<file path="config.mk">
export PLATFORM = sky130hd
export DESIGN_NAME = stopwatch_ctrl
export DESIGN_NICKNAME = d
export VERILOG_FILES = /design/src/rtl/stopwatch_ctrl.sv
export SDC_FILE = /design/constraint.sdc
export NUM_CORES = 1
export LEC_CHECK = 0
export CORE_MARGIN = 10
export CORE_UTILIZATION = 41
export CTS_CLUSTER_DIAMETER = 150
export CTS_CLUSTER_SIZE = 14
export DETAILED_ROUTE_END_ITERATION = 10
export PLACE_DENSITY_LB_ADDON = 0.08
export SLEW_MARGIN = 20
export SYNTH_ARGS = -nofsm -noshare
export SYNTH_HDL_FRONTEND = slang
export SYNTH_SLANG_ARGS = --single-unit
</file>
<file path="constraint.sdc">
create_clock -name i_clk -period 2.03 [get_ports i_clk]
set_input_delay 0.203 -clock i_clk [delete_from_list [all_inputs] [get_ports i_clk]]
set_output_delay 0.203 -clock i_clk [all_outputs]
set_load 0.005 [all_outputs]
</file>
<file path="src/rtl/stopwatch_ctrl.sv">
// Run/pause/clear FSM with lap history for the stopwatch display chain.
// Raw board inputs are synchronized and debounced before they reach the FSM.

module stopwatch_ctrl_db #(
    parameter int p_db_cycles  = 1_000_000,
    parameter bit p_both_edges = 1'b0
) (
    input  logic i_clk,
    input  logic i_rst,
    input  logic i_raw,
    output logic o_evt
);
    localparam int CW = (p_db_cycles > 2) ? $clog2(p_db_cycles) : 1;
    localparam logic [CW-1:0] CNT_LAST = CW'(p_db_cycles - 1);

    logic [1:0]    sync_q;
    logic          lvl_q, lvl_d;
    logic [CW-1:0] cnt_q, cnt_d;
    logic          evt_q, evt_d;

    always_comb begin
        cnt_d = cnt_q;
        lvl_d = lvl_q;
        evt_d = 1'b0;
        if (sync_q[1] == lvl_q) begin
            cnt_d = '0;
        end else if (cnt_q == CNT_LAST) begin
            // Level accepted: the event fires on the same edge as the update.
            lvl_d = sync_q[1];
            cnt_d = '0;
            evt_d = sync_q[1] | p_both_edges;
        end else begin
            cnt_d = cnt_q + 1'b1;
        end
    end

    always_ff @(posedge i_clk or negedge i_rst) begin
        if (!i_rst) begin
            sync_q <= '0;
            lvl_q  <= 1'b0;
            cnt_q  <= '0;
            evt_q  <= 1'b0;
        end else begin
            sync_q <= {sync_q[0], i_raw};
            lvl_q  <= lvl_d;
            cnt_q  <= cnt_d;
            evt_q  <= evt_d;
        end
    end

    assign o_evt = evt_q;
endmodule

module stopwatch_ctrl #(
    parameter int p_width     = 6,
    parameter int p_depth     = 3,
    parameter int p_db_cycles = 1_000_000
) (
    input  logic                       i_clk,
    input  logic                       i_rst,
    input  logic                       i_start_stop,
    input  logic                       i_lap,
    input  logic                       i_clear,
    input  logic [p_width-1:0]         i_val,
    output logic                       o_tick_stop,
    output logic                       o_cnt_rst,
    output logic [p_depth*p_width-1:0] o_hist,
    output logic [p_depth-1:0]         o_valid,
    output logic [1:0]                 o_state,
    output logic                       o_lap
);
    localparam logic [1:0] S_IDLE  = 2'b00;
    localparam logic [1:0] S_RUN   = 2'b01;
    localparam logic [1:0] S_PAUSE = 2'b10;

    // Input order: 0 start/stop, 1 lap, 2 clear. Only the lap switch reacts to both edges.
    localparam int               NUM_IN     = 3;
    localparam logic [NUM_IN-1:0] BOTH_EDGES = 3'b010;

    logic [NUM_IN-1:0] raw, evt;
    assign raw = {i_clear, i_lap, i_start_stop};

    genvar g;
    generate
        for (g = 0; g < NUM_IN; g++) begin : g_db
            stopwatch_ctrl_db #(
                .p_db_cycles (p_db_cycles),
                .p_both_edges(BOTH_EDGES[g])
            ) u_db (
                .i_clk(i_clk),
                .i_rst(i_rst),
                .i_raw(raw[g]),
                .o_evt(evt[g])
            );
        end
    endgenerate

    logic                       ev_start, ev_lap, ev_clear;
    logic [1:0]                 state_q, state_d;
    logic [p_depth*p_width-1:0] hist_q, hist_d;
    logic [p_depth-1:0]         valid_q, valid_d;
    logic                       tick_stop_q, tick_stop_d;
    logic                       cnt_rst_q, cnt_rst_d;
    logic                       lap_q, lap_d;
    logic                       capture;

    assign ev_start = evt[0];
    assign ev_lap   = evt[1];
    assign ev_clear = evt[2];

    always_comb begin
        state_d   = state_q;
        hist_d    = hist_q;
        valid_d   = valid_q;
        cnt_rst_d = 1'b0;
        lap_d     = 1'b0;
        capture   = 1'b0;
        if (ev_clear) begin
            // Clear swallows any start or lap decoded on the same cycle.
            state_d   = S_IDLE;
            hist_d    = '0;
            valid_d   = '0;
            cnt_rst_d = 1'b1;
        end else begin
            case (state_q)
                S_IDLE: begin
                    if (ev_start) state_d = S_RUN;
                end
                S_RUN: begin
                    if (ev_start) state_d = S_PAUSE;
                    capture = ev_lap;
                end
                S_PAUSE: begin
                    if (ev_start) state_d = S_RUN;
                    capture = ev_lap;
                end
                default: state_d = S_IDLE;
            endcase
            if (capture) begin
                hist_d  = {hist_q[(p_depth-1)*p_width-1:0], i_val};
                valid_d = {valid_q[p_depth-2:0], 1'b1};
                lap_d   = 1'b1;
            end
        end
        tick_stop_d = (state_d != S_RUN);
    end

    always_ff @(posedge i_clk or negedge i_rst) begin
        if (!i_rst) begin
            state_q     <= S_IDLE;
            hist_q      <= '0;
            valid_q     <= '0;
            tick_stop_q <= 1'b1;
            cnt_rst_q   <= 1'b0;
            lap_q       <= 1'b0;
        end else begin
            state_q     <= state_d;
            hist_q      <= hist_d;
            valid_q     <= valid_d;
            tick_stop_q <= tick_stop_d;
            cnt_rst_q   <= cnt_rst_d;
            lap_q       <= lap_d;
        end
    end

    assign o_state     = state_q;
    assign o_hist      = hist_q;
    assign o_valid     = valid_q;
    assign o_tick_stop = tick_stop_q;
    assign o_cnt_rst   = cnt_rst_q;
    assign o_lap       = lap_q;
endmodule

</file>
Yosys cells after proc, flatten, opt, wreduce, memory -nomap -nowiden
Cells that the tools add are included.
W data, S select, Z words.
Operators by class
  muxes and demuxes: 25
  shift operators: 0
  add/subtract/negate cells: 3
  magnitude comparators: 0
  reduce and logical (&&, ||, !) cells: 7
  bitwise gates (word level): 3
  equality and inequality tests: 9
  $mul: 0
  divide/modulo/power cells: 0
Operators by type and width (count)
  $mux W20: 6
  $add A20 B1 Y20 const B: 3
  $eq A20 B20 Y1 const B: 3
  $mux W18: 2
  $mux W1: 11
  $mux W2: 3
  $mux W3: 2
  $reduce_and A2 Y1: 3
  $pmux W2 S2: 1
  $reduce_or A2 Y1: 2
  $eq A1 B1 Y1: 3
  $not A1 Y1: 3
  $eq A2 B1 Y1 const B: 1
  $eq A2 B2 Y1 const B: 1
  $logic_not A2 Y1: 1
  $ne A2 B1 Y1 const B: 1
  $reduce_bool A2 Y1: 1
Word-level totals
  RAM bits: 0
  word-level logic and storage cells: 65
  bits in registers: 98
  bits in latches: 0
  input bits: 11
  memory bits (read-only): 0
  memories: 0
  output and inout bits: 26

Logic depth before layout (Yosys ltp)
  depth after elaboration: 6
  depth in mapped cells: 6
  gate-level depth less buffers: 6

Cells and area by module
Synthesis repeated with hierarchy kept, for this count alone.
Second synthesis, totals
  cells, all modules: 418
  area, all modules: 4449.3 um^2
By module, submodules not included
  stopwatch_ctrl_db (g_db[0].u_db ...): cells each 116, area an instance 1136.1 um^2, times used 2
  stopwatch_ctrl_db (g_db[1].u_db): cells each 115, area an instance 1181.1 um^2, times used 1
  stopwatch_ctrl: cells each 71, area an instance 996.0 um^2, times used 1

Least setup slack after synthesis
OpenSTA, ideal clock, no wires.
  path type: reg-to-reg
  from: register g_db[0].u_db.cnt_q[16]
  to: register g_db[0].u_db.cnt_q[10]
  buffers on the path: 1
  cell stages (with the launch flop): 6
  period minus slack after synthesis: 1862 ps
  setup time: 121 ps
  slack: 168 ps
  data arrival time: 1741 ps
  path through: dfrtp_1 -> nand3_1 -> or4b_1 -> o31ai_4 -> buf_2 -> nor2_1
Between the ends
  longest elaborated chain between the ends: 3
RTL lines
  start, declared: line 18  | logic [CW-1:0] cnt_q, cnt_d;
  start signal, assigned: line 46  | cnt_q <= cnt_d;
  $eq A20 B20 Y1: line 27  | end else if (cnt_q == CNT_LAST) begin
  $mux W20: line 27
  $mux W20: line 25  | if (sync_q[1] == lvl_q) begin
  via g_db[0].u_db.cnt_d[10]: line 18
The timed path passes the listed nets, and every way through them passes these cells.
A chain may end at the register's enable or synchronous reset.

Final worst setup path
  from: register g_db[1].u_db.cnt_q[16]
  to: register g_db[1].u_db.lvl_q
Between the ends
  longest elaborated chain between the ends: 2
RTL lines
  start, declared: line 18
  start signal, assigned: line 46
  $eq A20 B20 Y1: line 27
  $reduce_and A2 Y1 (no line)
  end signal, assigned: line 45  | lvl_q <= lvl_d;
  end, declared: line 17  | logic lvl_q, lvl_d;
Every way passes these cells.

==> flow_summary.ini <==
[run_status]
outcome = completed

[timing]
setup_viol = 0
finalMaxSlewViolations = 0
hold_viol = 0
maxSlewHeadroom_pct = 68.1
setup_tns_ns = 0
fin_skew_ns = 0.00968
period_minus_slack_ns = 1.97
fmax_ghz = 0.509
min_period_over_period_pct = 96.9
rsz0062_at_grt = false
tightest_slew_ns = 0.478

[synth]
synthAdderAreaFrac_pct = 1.99
yosys.cell_types.count = 42
yosysWarnings = 0
synth.yosys.seq_area_share_pct = 55.6
synth.area.mux_share_pct = 0.766
syn_area_um2 = 4410
synth_compound_area_share_pct = 11.5
async_flop_share_pct = 100
ys_ff_latch = 98
synth_xor_area_share_pct = 7.15
synth_fp_nets = 423
synthSimpleGateAreaFrac_pct = 20.8
synthesis.instances = 405
synth-main-ff-cell = dfrtp_1
syn_avg_cell_area_um2 = 10.9
synth-edff-count = 0
synth_top_family_by_area = simple AND/OR/NAND/NOR gates

[worst_hold_path]
min_from = i_clear
holdPathEnd = g_db[2].u_db.sync_q[0]
hold_depth = 1
hold_path.class = in2reg

[finish]
stdcell_area_um2 = 5290
antenna_cells = 0
fin_nets = 481
final_common_cell = dfrtp_1
drive_gt1_share_pct = 12.4
area.growth.synth_to_final_pct = 19.9
final_cell_mix = dfrtp_1 (94), nor2_1 (48), clkdlybuf4s50_1 (35)

[worst_setup_path]
crit_slowest_cell = or4b_4
crit_family = simple AND/OR/NAND/NOR gates
reg2reg_to = g_db[1].u_db.lvl_q
critPathLaunch = g_db[1].u_db.cnt_q[16]
critical_path_buf_inv_count = 0
crit_fanout = 5
worst_setup_path_end_kind = register
worstSetupPathType = reg2reg
r2r_slack_ns = 0.06
r2r_start = g_db[1].u_db.cnt_q[16]
cp_cell_sequence = nand3_1 > or4b_4 > or4_1 > mux2_2
worst_ep_arrival_time_ns = 2.22
crit_required_ns = 2.29
cpPeakStageDelay_ns = 0.56
reg2regPathDepth = 4
setup.worst_path.start_class = register

[grt]
overflow = 0
grt_antenna_before_repair = 0
grtUsageTotal_pct = 12.4
grt_pass1_vias = 3179
grt_max_degree = 47
grt_pass1_wl_mm = 15.4

[routing]
drt_pass1_iterations = 5
drtIter0Drc = 262
wirelength_mm = 8.96
num_vias = 3223
wire_per_inst_um = 14.8
drc = 0
drtAntennaViolNets = 0
viasPerCell = 5.34

[flow_run]
max-cap-violations = 0

[die]
rows = 37
design.core.area_um2 = 10400
start_util_pct = 42.3
die_x_um = 124
die_h_um = 124
ioPinCount = 37
dieArea_um2 = 15300

[power_and_ir_drop]
p_int_mw = 2.61
seq_power_share_pct = 58.3
swShare_pct = 23.7
p_switching_mw = 0.808
comb_power_share_pct = 3.7
p_per_area_nw_per_um2 = 646
p_clk_share_pct = 38.0
p_leak_nw = 2.21
vdd_ir_drop_max_mv = 0.288

[placed_design]
port_buffers = 36
place.gp.congestion = 0.814
place_area_um2 = 5060
hpwl_mm = 6.41

[clock_network]
h-tree-depth = 3
numCtsBuffers = 9
path_clk_slew_ns = 0.10
insertion_delay_ns = 0.36
clock-root-buffer = clkbuf_8
clock-sinks = 98
tritoncts = done
cts_buffer_depth = 2
## kinds of logic after synthesis
group	after synthesis
xor+xnor	36
buf+inv	25
simple gates	166
fa+ha+maj	7
mux	3
compound gates	70
flops	98
## Yosys cell counts (2+ instances only)
master	instances	area share, %
a21oi_1	23	2.6
a22o_1	20	4.0
a31o_2	2	0.40
and2_1	2	0.28
and3_1	4	0.57
and3b_1	2	0.40
and4_1	3	0.60
buf_2	2	0.23
clkbuf_1	9	0.77
dfrtp_1	97	55
ha_1	7	2.0
inv_1	14	1.2
mux2_2	3	0.77
nand2_1	23	2.0
nand2b_1	2	0.28
nand3_1	17	1.9
nand4_1	14	2.0
nand4_4	2	0.96
nor2_1	48	4.1
nor3_1	11	1.2
nor4_1	6	0.85
nor4b_1	3	0.60
o21ai_0	10	1.1
o31ai_1	10	1.7
or2_2	2	0.28
or3_1	9	1.3
or4_1	10	1.7
or4b_1	2	0.45
xnor2_1	21	4.2
xor2_1	15	3.0
## worst max path at each step
| stage | end | cells past startpoint |
|---|---|---|
| final | g_db[1].u_db.lvl_q | 4 |
| after global placement | g_db[1].u_db.lvl_q | 4 |
| after detailed placement | g_db[2].u_db.cnt_q[17] | 4 |
| after CTS | g_db[2].u_db.cnt_q[17] | 4 |
| after global routing | g_db[1].u_db.lvl_q | 4 |
| after floorplan | g_db[0].u_db.cnt_q[10] | 5 |
## registers in the layout, indices dropped and copies added, names as in the netlist, 2 cells and up
| name | count |
|---|---|
| g_db.u_db.sync_q | 6 |
| g_db.u_db.o_evt | 3 |
| g_db.u_db.cnt_q | 60 |
| g_db.u_db.lvl_q | 3 |
| o_valid | 3 |
| o_state | 2 |
| o_hist | 18 |
## cell type report
type                            instances  area (um^2)
Multi-Input combinational cell        282         1870
Clock buffer                           10          128
Tap cell                              136          170
Timing Repair Buffer                   58          538
Fill cell                             949         5130
Clock inverter                          6         72.6
Inverter                               14         52.6
Sequential cell                        98         2460
## worst register-to-register path, delay by kind of cell, from the launching register on
kind,cells,cell delay [ns]
flip-flops,1,0.40
AND/OR/NAND/NOR,3,1.17
multiplexers,1,0.29
## metal layers
layer  vias up  track usage (%)  part of all wire, %
li1       1568                -                    -
met1      1565             17.2                   48
met2        80             18.3                   45
met3        10             3.08                  6.0
met4         0             4.66                  1.0
met5         -                0                    0
## per-stage QoR
stage	total power, mW	util (%)	setup slack [ns]	instances	hold WS [ns]
6_report	3.41	50.8	0.0636	604	0.265
5_1_grt	3.58	50.8	0.00583	604	0.250
4_1_cts	3.47	50.6	0.0413	603	0.246
3_5_place_dp	2.16	48.6	0.0834	586	0.196
3_3_place_gp	2.16	48.6	0.119	586	0.195
2_1_floorplan	2.07	-	0.168	405	-0.0926
## power groups by stage
stage                     clock network (mW)  registers (mW)  logic, mW
after floorplan                            0            2.02     0.0458
after global placement                     0            2.03      0.129
after detailed placement                   0            2.03      0.129
after CTS                               1.35            1.99      0.132
after global routing                    1.44            1.99      0.147
final                                   1.30            1.99      0.127
## repair_timing
| action | 4_1_cts | 5_1_grt |
|---|---|---|
| resized for setup | 0 | 4 |
| endpoints found under the setup margin | 0 | 1 |
| setup buffers | 0 | 1 |
| hold buffers | 1 | 0 |
| endpoints found under the hold margin | 33 | 0 |
No activity file was read; power rests on OpenSTA's default activity.
